<file path="config.mk">
export PLATFORM = sky130hd
export DESIGN_NAME = operand_buf
export DESIGN_NICKNAME = d
export VERILOG_FILES = /design/src/rtl/operand_buf_pkg.sv /design/src/rtl/operand_slot.sv /design/src/rtl/operand_buf.sv
export SDC_FILE = /design/constraint.sdc
export NUM_CORES = 1
export LEC_CHECK = 0
export CORE_UTILIZATION = 57
export DETAILED_ROUTE_END_ITERATION = 6
export PLACE_DENSITY = 0.81
export SLEW_MARGIN = 20
export SYNTH_ARGS = -nofsm -noshare
export SYNTH_HDL_FRONTEND = slang
export SYNTH_SLANG_ARGS = --single-unit
</file>
<file path="constraint.sdc">
create_clock -name clk -period 6.8 [get_ports clk]
set_clock_uncertainty 0.2 [all_clocks]
set_input_delay 1.36 -clock clk [delete_from_list [all_inputs] [get_ports clk]]
set_output_delay 1.36 -clock clk [all_outputs]
set_load 0.005 [all_outputs]
</file>
<file path="src/rtl/operand_buf_pkg.sv">
// Shared widths and flattened-bus slice helpers for the operand buffer and its slots.
package operand_buf_pkg;

  localparam int DEF_DATA_WIDTH    = 32;
  localparam int DEF_TAG_WIDTH     = 6;
  localparam int DEF_PAYLOAD_WIDTH = 48;

  // Low bit index of element idx in a flattened bus of width-bit elements.
  function automatic int slice_lo(input int idx, input int width);
    return idx * width;
  endfunction

endpackage

</file>
<file path="src/rtl/operand_slot.sv">
// One stored operand: holds value or rename tag and captures a matching CDB broadcast,
// lowest port first; an operand being loaded is matched against the same-cycle broadcast.
module operand_slot
  import operand_buf_pkg::*;
#(
  parameter int DATA_WIDTH = DEF_DATA_WIDTH,
  parameter int TAG_WIDTH  = DEF_TAG_WIDTH,
  parameter int CDB_PORTS  = 2
) (
  input  logic                            clk,
  input  logic                            rst,
  input  logic                            load,
  input  logic                            load_is_ref,
  input  logic [DATA_WIDTH-1:0]           load_data,
  input  logic [CDB_PORTS-1:0]            cdb_valid,
  input  logic [CDB_PORTS*TAG_WIDTH-1:0]  cdb_tag,
  input  logic [CDB_PORTS*DATA_WIDTH-1:0] cdb_data,
  output logic                            is_ref,
  output logic [DATA_WIDTH-1:0]           data
);

  logic                  cand_ref;
  logic [DATA_WIDTH-1:0] cand_data;
  logic                  next_ref;
  logic [DATA_WIDTH-1:0] next_data;

  // Walk ports from highest to lowest so the lowest matching index is applied last and wins.
  always_comb begin
    cand_ref  = load ? load_is_ref : is_ref;
    cand_data = load ? load_data : data;
    next_ref  = cand_ref;
    next_data = cand_data;
    for (int p = CDB_PORTS - 1; p >= 0; p--) begin
      if (cand_ref && cdb_valid[p] &&
          (cdb_tag[slice_lo(p, TAG_WIDTH) +: TAG_WIDTH] == cand_data[TAG_WIDTH-1:0])) begin
        next_ref  = 1'b0;
        next_data = cdb_data[slice_lo(p, DATA_WIDTH) +: DATA_WIDTH];
      end
    end
  end

  always_ff @(posedge clk) begin
    if (!rst) begin
      is_ref <= 1'b0;
      data   <= '0;
    end else begin
      is_ref <= next_ref;
      data   <= next_data;
    end
  end

endmodule

</file>
<file path="src/rtl/operand_buf.sv">
// In-order operand buffer: entries wait until every operand is resolved from the CDB,
// then leave from the head; full/empty come from the occupancy count.
module operand_buf
  import operand_buf_pkg::*;
#(
  parameter int DATA_WIDTH    = DEF_DATA_WIDTH,
  parameter int TAG_WIDTH     = DEF_TAG_WIDTH,
  parameter int NUM_SRC       = 2,
  parameter int CDB_PORTS     = 2,
  parameter int DEPTH         = 4,
  parameter int PAYLOAD_WIDTH = DEF_PAYLOAD_WIDTH
) (
  input  logic                            clk,
  input  logic                            rst,
  input  logic                            flush,
  input  logic                            in_valid,
  output logic                            in_ready,
  input  logic [NUM_SRC-1:0]              in_is_ref,
  input  logic [NUM_SRC*DATA_WIDTH-1:0]   in_data,
  input  logic [PAYLOAD_WIDTH-1:0]        in_payload,
  input  logic [CDB_PORTS-1:0]            cdb_valid,
  input  logic [CDB_PORTS*TAG_WIDTH-1:0]  cdb_tag,
  input  logic [CDB_PORTS*DATA_WIDTH-1:0] cdb_data,
  output logic                            out_valid,
  input  logic                            out_ready,
  output logic [NUM_SRC*DATA_WIDTH-1:0]   out_data,
  output logic [PAYLOAD_WIDTH-1:0]        out_payload,
  output logic [$clog2(DEPTH):0]          count
);

  localparam int PTR_W = $clog2(DEPTH);
  localparam int CNT_W = PTR_W + 1;
  localparam logic [CNT_W-1:0] FULL = CNT_W'(DEPTH);

  logic [PTR_W-1:0]                wr_ptr;
  logic [PTR_W-1:0]                rd_ptr;
  logic [CNT_W-1:0]                cnt;
  logic [DEPTH-1:0][NUM_SRC-1:0]   slot_ref;
  logic [DATA_WIDTH-1:0]           slot_data [DEPTH][NUM_SRC];
  logic [PAYLOAD_WIDTH-1:0]        payload_q [DEPTH];
  logic                            enq;
  logic                            deq;

  assign in_ready  = (cnt != FULL);
  assign out_valid = (cnt != '0) && !(|slot_ref[rd_ptr]);
  // flush wins over both transfers in its cycle.
  assign enq       = in_valid && in_ready && !flush;
  assign deq       = out_valid && out_ready && !flush;
  assign count     = cnt;

  for (genvar d = 0; d < DEPTH; d++) begin : g_entry
    for (genvar s = 0; s < NUM_SRC; s++) begin : g_src
      operand_slot #(
        .DATA_WIDTH (DATA_WIDTH),
        .TAG_WIDTH  (TAG_WIDTH),
        .CDB_PORTS  (CDB_PORTS)
      ) u_slot (
        .clk         (clk),
        .rst         (rst),
        .load        (enq && (wr_ptr == PTR_W'(d))),
        .load_is_ref (in_is_ref[s]),
        .load_data   (in_data[slice_lo(s, DATA_WIDTH) +: DATA_WIDTH]),
        .cdb_valid   (cdb_valid),
        .cdb_tag     (cdb_tag),
        .cdb_data    (cdb_data),
        .is_ref      (slot_ref[d][s]),
        .data        (slot_data[d][s])
      );
    end
  end

  always_comb begin
    out_data = '0;
    for (int s = 0; s < NUM_SRC; s++) begin
      out_data[slice_lo(s, DATA_WIDTH) +: DATA_WIDTH] = slot_data[rd_ptr][s];
    end
    out_payload = payload_q[rd_ptr];
  end

  always_ff @(posedge clk) begin
    if (!rst) begin
      for (int d = 0; d < DEPTH; d++) begin
        payload_q[d] <= '0;
      end
    end else if (enq) begin
      payload_q[wr_ptr] <= in_payload;
    end
  end

  // Pointers wrap naturally because DEPTH is a power of two.
  always_ff @(posedge clk) begin
    if (!rst || flush) begin
      wr_ptr <= '0;
      rd_ptr <= '0;
      cnt    <= '0;
    end else begin
      if (enq) wr_ptr <= wr_ptr + PTR_W'(1);
      if (deq) rd_ptr <= rd_ptr + PTR_W'(1);
      case ({enq, deq})
        2'b10:   cnt <= cnt + CNT_W'(1);
        2'b01:   cnt <= cnt - CNT_W'(1);
        default: cnt <= cnt;
      endcase
    end
  end

endmodule

</file>
==> impl_metrics.tcl, run 1 <==
set metrics [dict create \
    status "finished clean" \
    reg2reg_from "count[0]" \
    drt_iter0_drc 3485 \
    grt-ovfl-total 0 \
    ir_drop_uv 201 \
    synth_area_mm2 0.0276 \
    synth_warnings 0 \
    antenna_found_initial 6 \
    finalInstanceArea_mm2 0.0324 \
    num_rows 80 \
    crit_chain "clkdlybuf4s50_1, and3b_1, nand2_2, a2111oi_0, o22ai_1, or4_2, nand3_2, o211a_1" \
    post_drt_wl_per_cell_um 28.5 \
    worstMarginPinSlew_ns 1.15 \
    nets 3167 \
    crit_fanout 26 \
    rsz0062_at_grt "false" \
    endpoint_kind "flop" \
    slew_violations 0 \
    fin_util_pct 67.9 \
    cts_tree "built" \
    place_area_mm2 0.0308 \
    grt_pass1_vias 25400 \
    drtPass1Iterations 6 \
    start_kind "input port" \
    synthArstFlopShare_pct 0 \
    ys_seq_area_share_pct 40.7 \
    fin_cells 3622 \
    syn-num-nets 3040 \
    cellLeakagePower_uw 0.0119 \
    place_inst 3526 \
    io_pins 314 \
    cp.arrival_ns 5.48 \
    rr_endpoint "g_entry[2].g_src[0].u_slot.data[16]" \
    cts_made_buffers 50 \
    synth_common_cells "dfxtp_1, nor2_1, o21ai_0" \
    crit_type "in2reg" \
    fin_crit_ns 5.13 \
    crit_path_end "g_entry[2].g_src[0].u_slot.data[16]" \
    maxCapViolCount 0 \
    cp_slowest_stage_delay_ns 0.89 \
    relSlewSlack_pct 23.1 \
    cts_sinks 465 \
    cts-root-buf "clkbuf_16" \
    ys_seq_elements 465 \
    cp.required_ns 7.15 \
    remaining_drc_errors 0 \
    gp_congestion 1.04 \
    numPortBuffers 313 \
    synth.avg_cell_area_um2 9.73 \
    yosysMostFrequentCell "dfxtp_1" \
    synth_cells 2837 \
    die_w_um 222 \
    dp_hpwl_mm 64.2 \
    drtAntennaViolNets 0 \
    wl_mm 103 \
    post_cts_resized 0 \
    viasPerCell 7.16 \
    critPathLaunch "flush" \
    core_area_mm2 0.0477 \
    grt_pass1_wl_mm 156 \
    initial_utilization_pct 57.8 \
    fin_setup_tns_ns 0 \
    max_freq_mhz 195 \
    hold_viol_final 0 \
    synth_cell_type_count 84 \
    die_h_um 222 \
    clk_pin_slew_ns 0.06 \
    synth_ff_type "dfxtp_1" \
    die-area_mm2 0.0493 \
    layout-drive-gt1-share_pct 11.1 \
    ctsHoldBuffers 0 \
    cts_buffer_depth 3 \
    setup_viol 0 \
    insertion_delay_ns 0.61 \
    reg2reg_slack_ns 2.07 \
    htree_levels 2 \
    yosys.area.top_type "edfxtp_1" \
    fin_crit_sh_pct 75.4 \
    vias 25900 \
    gr-usage-all-layers_pct 41.1 \
    powerDensity_mw_per_mm2 200 \
    synth_top_area_share_pct 20.9 \
    rr_worst_depth 9 \
    hp-class "reg2reg" \
    synth-edff-count 192 \
    area_growth_pct 17.6 \
    cp_slowest_cell "or4_2" \
    postCtsSetupBuffers 0 \
    grt_start_max_net_pins 91 \
    synth.area.top_cells "edfxtp_1, dfxtp_1, mux4_2" \
]
-- report_power, final --
group          internal [uW]  switching (uW)  leakage (uW)
registers               2990            42.8       0.00419
logic                    356             450       0.00696
clock network           1460            1190      0.000759
total                   4810            1690        0.0119
-- per-layer routing --
metal / track usage [%] / wire (um) / share of wire, %
met1: 53.6 / 37700 / 37
met2: 63.3 / 46300 / 45
met3: 10.7 / 13800 / 13
met4: 20.6 / 5420 / 5.3
met5: 0 / 42 / 0.041
-- cells in the final DEF, fill, tap and decap left out, types with 10 or more instances in the layout --
| cell | Yosys | routed |
|---|---|---|
| o2111a_1 | 55 | 54 |
| and3_1 | 56 | 55 |
| inv_1 | 39 | 39 |
| a221oi_2 | 21 | 20 |
| clkbuf_16 | 0 | 50 |
| nand4_1 | 11 | 11 |
| o21a_1 | 54 | 53 |
| nor3_1 | 89 | 86 |
| o211ai_1 | 58 | 58 |
| clkinv_1 | 1 | 10 |
| o41ai_1 | 26 | 26 |
| edfxtp_1 | 192 | 192 |
| nand2b_1 | 62 | 60 |
| nor3b_1 | 54 | 54 |
| a21oi_1 | 98 | 98 |
| a211o_1 | 11 | 11 |
| xnor2_1 | 60 | 60 |
| nand2_1 | 200 | 200 |
| xor2_1 | 17 | 17 |
| o22ai_1 | 45 | 42 |
| and2_1 | 150 | 150 |
| dfxtp_1 | 273 | 269 |
| mux4_2 | 112 | 112 |
| buf_4 | 21 | 61 |
| mux2i_1 | 98 | 98 |
| nand3_1 | 18 | 18 |
| o22a_1 | 26 | 26 |
| nor4_1 | 10 | 10 |
| o211a_1 | 55 | 55 |
| nor2_1 | 257 | 255 |
| clkdlybuf4s50_1 | 0 | 312 |
| o21ai_0 | 202 | 199 |
| a21o_1 | 30 | 30 |
-- worst max-delay path: cells and delay by family --
| kind | cells | cell delay, ns |
|---|---|---|
| buf+inv | 1 | 0.55 |
| simple gates | 4 | 2.26 |
| compound gates | 3 | 1.27 |
-- sequential cells by signal (all words and copies together), names as in the netlist, named ones only --
signal                       count
g_entry.g_src.u_slot.data      256
payload_q                      192
rd_ptr                           2
wr_ptr                           2
g_entry.g_src.u_slot.is_ref      8
count                            3
-- cell families (layout without fill, tap and decap cells) --
group / after synthesis / after routing / share of synthesized area (%)
AOI/OAI and AO/OA: 774 / 774 / 20.6
adders and majority gates: 6 / 6 / 0.299
muxes: 212 / 212 / 12.8
and+or+nand+nor: 958 / 958 / 17.7
DFF: 465 / 465 / 40.7
xor gates and xnor gates: 77 / 77 / 2.44
buffers and inverters: 345 / 510 / 5.47
other: 0 / 5 / 0
-- stage by stage --
stage | setup WS, ns | hold slack (ns) | total power [uW]
final | 1.67 | 0.300 | 6490
after global routing | 1.72 | 0.314 | 6640
after CTS | 1.87 | 0.298 | 6470
after detailed placement | 1.26 | 0.285 | 3870
after global placement | 1.27 | 0.274 | 3850
after floorplan | 0.415 | 0.267 | 3430
-- worst min-delay path by stage --
| stage | endpoint | slack [ns] | from | cells past startpoint |
|---|---|---|---|---|
| after floorplan | g_entry[2].g_src[0].u_slot.data[12] | 0.27 | g_entry[2].g_src[0].u_slot.data[12] | 1 |
| after global placement | g_entry[2].g_src[0].u_slot.data[13] | 0.27 | g_entry[2].g_src[0].u_slot.data[13] | 1 |
| after detailed placement | g_entry[2].g_src[0].u_slot.data[17] | 0.28 | g_entry[2].g_src[0].u_slot.data[17] | 1 |
| after CTS | g_entry[2].g_src[0].u_slot.data[17] | 0.30 | g_entry[2].g_src[0].u_slot.data[17] | 1 |
| after global routing | g_entry[1].g_src[0].u_slot.data[18] | 0.31 | g_entry[1].g_src[0].u_slot.data[18] | 1 |
| final | g_entry[2].g_src[0].u_slot.data[17] | 0.30 | g_entry[2].g_src[0].u_slot.data[17] | 1 |
-- area by class of cell --
| class | instances | area, um^2 |
|---|---|---|
| diodes | 5 | 12.5 |
| clock buffers | 64 | 1360 |
| clock inverters | 26 | 198 |
| fillers | 3660 | 15300 |
| inverters | 42 | 158 |
| multi-input cells | 2027 | 15000 |
| flip-flops and latches | 465 | 11200 |
| well taps | 615 | 769 |
| repair buffers | 378 | 3670 |
(Power assumes the default switching activity.)
==> run 2, diff against run 1 <==
==> constraint.sdc (replaced) <==
create_clock -name clk -period 5.26 [get_ports clk]
set_clock_uncertainty 0.2 [all_clocks]
set_input_delay 1.052 -clock clk [delete_from_list [all_inputs] [get_ports clk]]
set_output_delay 1.052 -clock clk [all_outputs]
set_load 0.005 [all_outputs]
==> impl_metrics.tcl, run 2 (synthesis results as in run 1) <==
set metrics [dict create \
    status "finished clean" \
    cts-root-buf "clkbuf_16" \
    worstMarginPinSlew_ns 1.13 \
    crit_fanout 45 \
    ir_drop_uv 229 \
    layout-drive-gt1-share_pct 12.1 \
    postCtsSetupBuffers 0 \
    final_common_cell "clkdlybuf4s50_1" \
    num_rows 80 \
    nets 3203 \
    wl_mm 103 \
    max_freq_mhz 232 \
    crit_type "reg2out" \
    drtAntennaViolNets 0 \
    endpoint_kind "output port" \
    post_drt_wl_per_cell_um 28.1 \
    drt_iter0_drc 3546 \
    area_growth_pct 19.4 \
    grt_pass1_wl_mm 154 \
    dp_hpwl_mm 65.9 \
    fin_setup_tns_ns 0 \
    post_cts_resized 0 \
    grt_pass1_vias 25400 \
    cts_sinks 465 \
    min-delay-start "g_entry[2].g_src[0].u_slot.data[11]" \
    grt_start_max_net_pins 197 \
    rr_endpoint "g_entry[3].g_src[1].u_slot.data[11]" \
    initial_utilization_pct 57.8 \
    die_w_um 222 \
    powerDensity_mw_per_mm2 259 \
    slew_violations 0 \
    start_kind "flop" \
    holdPathStages 1 \
    htree_levels 2 \
    setup_viol 0 \
    regMostFlops "g_entry.g_src.u_slot.data" \
    holdPathEnd "g_entry[2].g_src[0].u_slot.data[11]" \
    gp_congestion 1.05 \
    antenna_found_initial 6 \
    gr-usage-all-layers_pct 40.9 \
    cts_made_buffers 49 \
    ctsHoldBuffers 0 \
    viasPerCell 7.04 \
    place_ws_ns 0.597 \
    hold_viol_final 0 \
    cp.arrival_ns 3.06 \
    insertion_delay_ns 0.60 \
    rr_worst_depth 12 \
    rsz0062_at_grt "false" \
    die-area_mm2 0.0493 \
    vias 25800 \
    drtPass1Iterations 6 \
    reg2reg_slack_ns 1.28 \
    mostFrequentLayoutCells "clkdlybuf4s50_1, dfxtp_1, nor2_1" \
    fin_crit_sh_pct 81.9 \
    numPortBuffers 313 \
    cellLeakagePower_uw 0.0122 \
    core_area_mm2 0.0477 \
    clk_pin_slew_ns 0.06 \
    io_pins 314 \
    cts_tree "built" \
    layout_setup_ws_ns 0.951 \
    largest_reg_flops 256 \
    cts_buffer_depth 3 \
    relSlewSlack_pct 24.7 \
    largestRegisters "g_entry.g_src.u_slot.data: 256 flops, payload_q: 192 flops, g_entry.g_src.u_slot.is_ref: 8 flops" \
    hp-class "reg2reg" \
    cp.required_ns 4.01 \
    maxCapViolCount 0 \
    remaining_drc_errors 0 \
    fin_crit_ns 4.31 \
    die_h_um 222 \
    grt-ovfl-total 0 \
    reg2reg_from "count[2]" \
]
==> run 2: cell count changes in the layout (fill, tap and decap cells not counted), moves of 2 or more <==
cell | before | now
buf_12 | 4 | 15
clkinv_1 | 10 | 7
bufinv_16 | 1 | 5
clkinv_2 | 9 | 6
buf_4 | 61 | 86
clkinvlp_4 | 4 | 1
clkbuf_1 | 8 | 14
diode_2 | 5 | 3
==> run 2: metrics by stage <==
step	instances	area (um^2)	power (uW)	utilization (%)	hold slack (ns)
after floorplan	2837	27600	4440	-	0.267
after global placement	3563	31300	4990	65.5	0.276
after detailed placement	3563	31300	5010	65.5	0.285
after CTS	3654	32900	8530	68.9	0.298
after global routing	3656	32900	8750	69.0	0.312
final	3658	33000	8550	69.0	0.296
==> run 2: worst max path at each step <==
| stage | start | end | slack, ns | depth (start not counted) |
|---|---|---|---|---|
| after floorplan | in_valid | payload_q[2][0] | 0.64 | 5 |
| after global placement | flush | g_entry[2].g_src[0].u_slot.data[19] | 0.67 | 10 |
| after detailed placement | flush | g_entry[3].g_src[1].u_slot.data[11] | 0.60 | 11 |
| after CTS | rd_ptr[0] | out_data[62] | 0.94 | 3 |
| after global routing | rd_ptr[0] | out_data[56] | 0.86 | 3 |
| final | rd_ptr[0] | out_data[56] | 0.95 | 3 |
==> run 2: cell type report <==
type / count / area (um^2)
tap: 615 / 769
fill: 3602 / 14800
sequential: 465 / 11200
antenna: 3 / 7.51
inverter: 42 / 159
clock buffer: 69 / 1360
timing repair buffer: 415 / 4110
clock inverter: 22 / 282
multi-input combinational: 2027 / 15000
==> run 2: worst max-delay path, cell delays in order (launching register included) <==
cell and delay, ns:
dfxtp_4 0.78, buf_12 0.47, mux4_2 0.67, clkdlybuf4s50_1 0.49
==> run 2: power breakdown <==
| part | leakage, uW | internal [uW] | switching [uW] | total [uW] |
|---|---|---|---|---|
| registers | 0.00419 | 3870 | 54.8 | 3920 |
| logic | 0.00719 | 473 | 578 | 1050 |
| clock network | 0.000798 | 2070 | 1510 | 3570 |
| total | 0.0122 | 6410 | 2140 | 8550 |
==> run 2: per-layer routing <==
metal / GRT usage (%) / vias up / routed length [um]
met5: 0 / - / 46
met4: 22.3 / 8 / 5780
met3: 10.5 / 477 / 13600
met2: 62.2 / 2043 / 45400
met1: 53.4 / 12400 / 37800
li1: - / 10900 / -
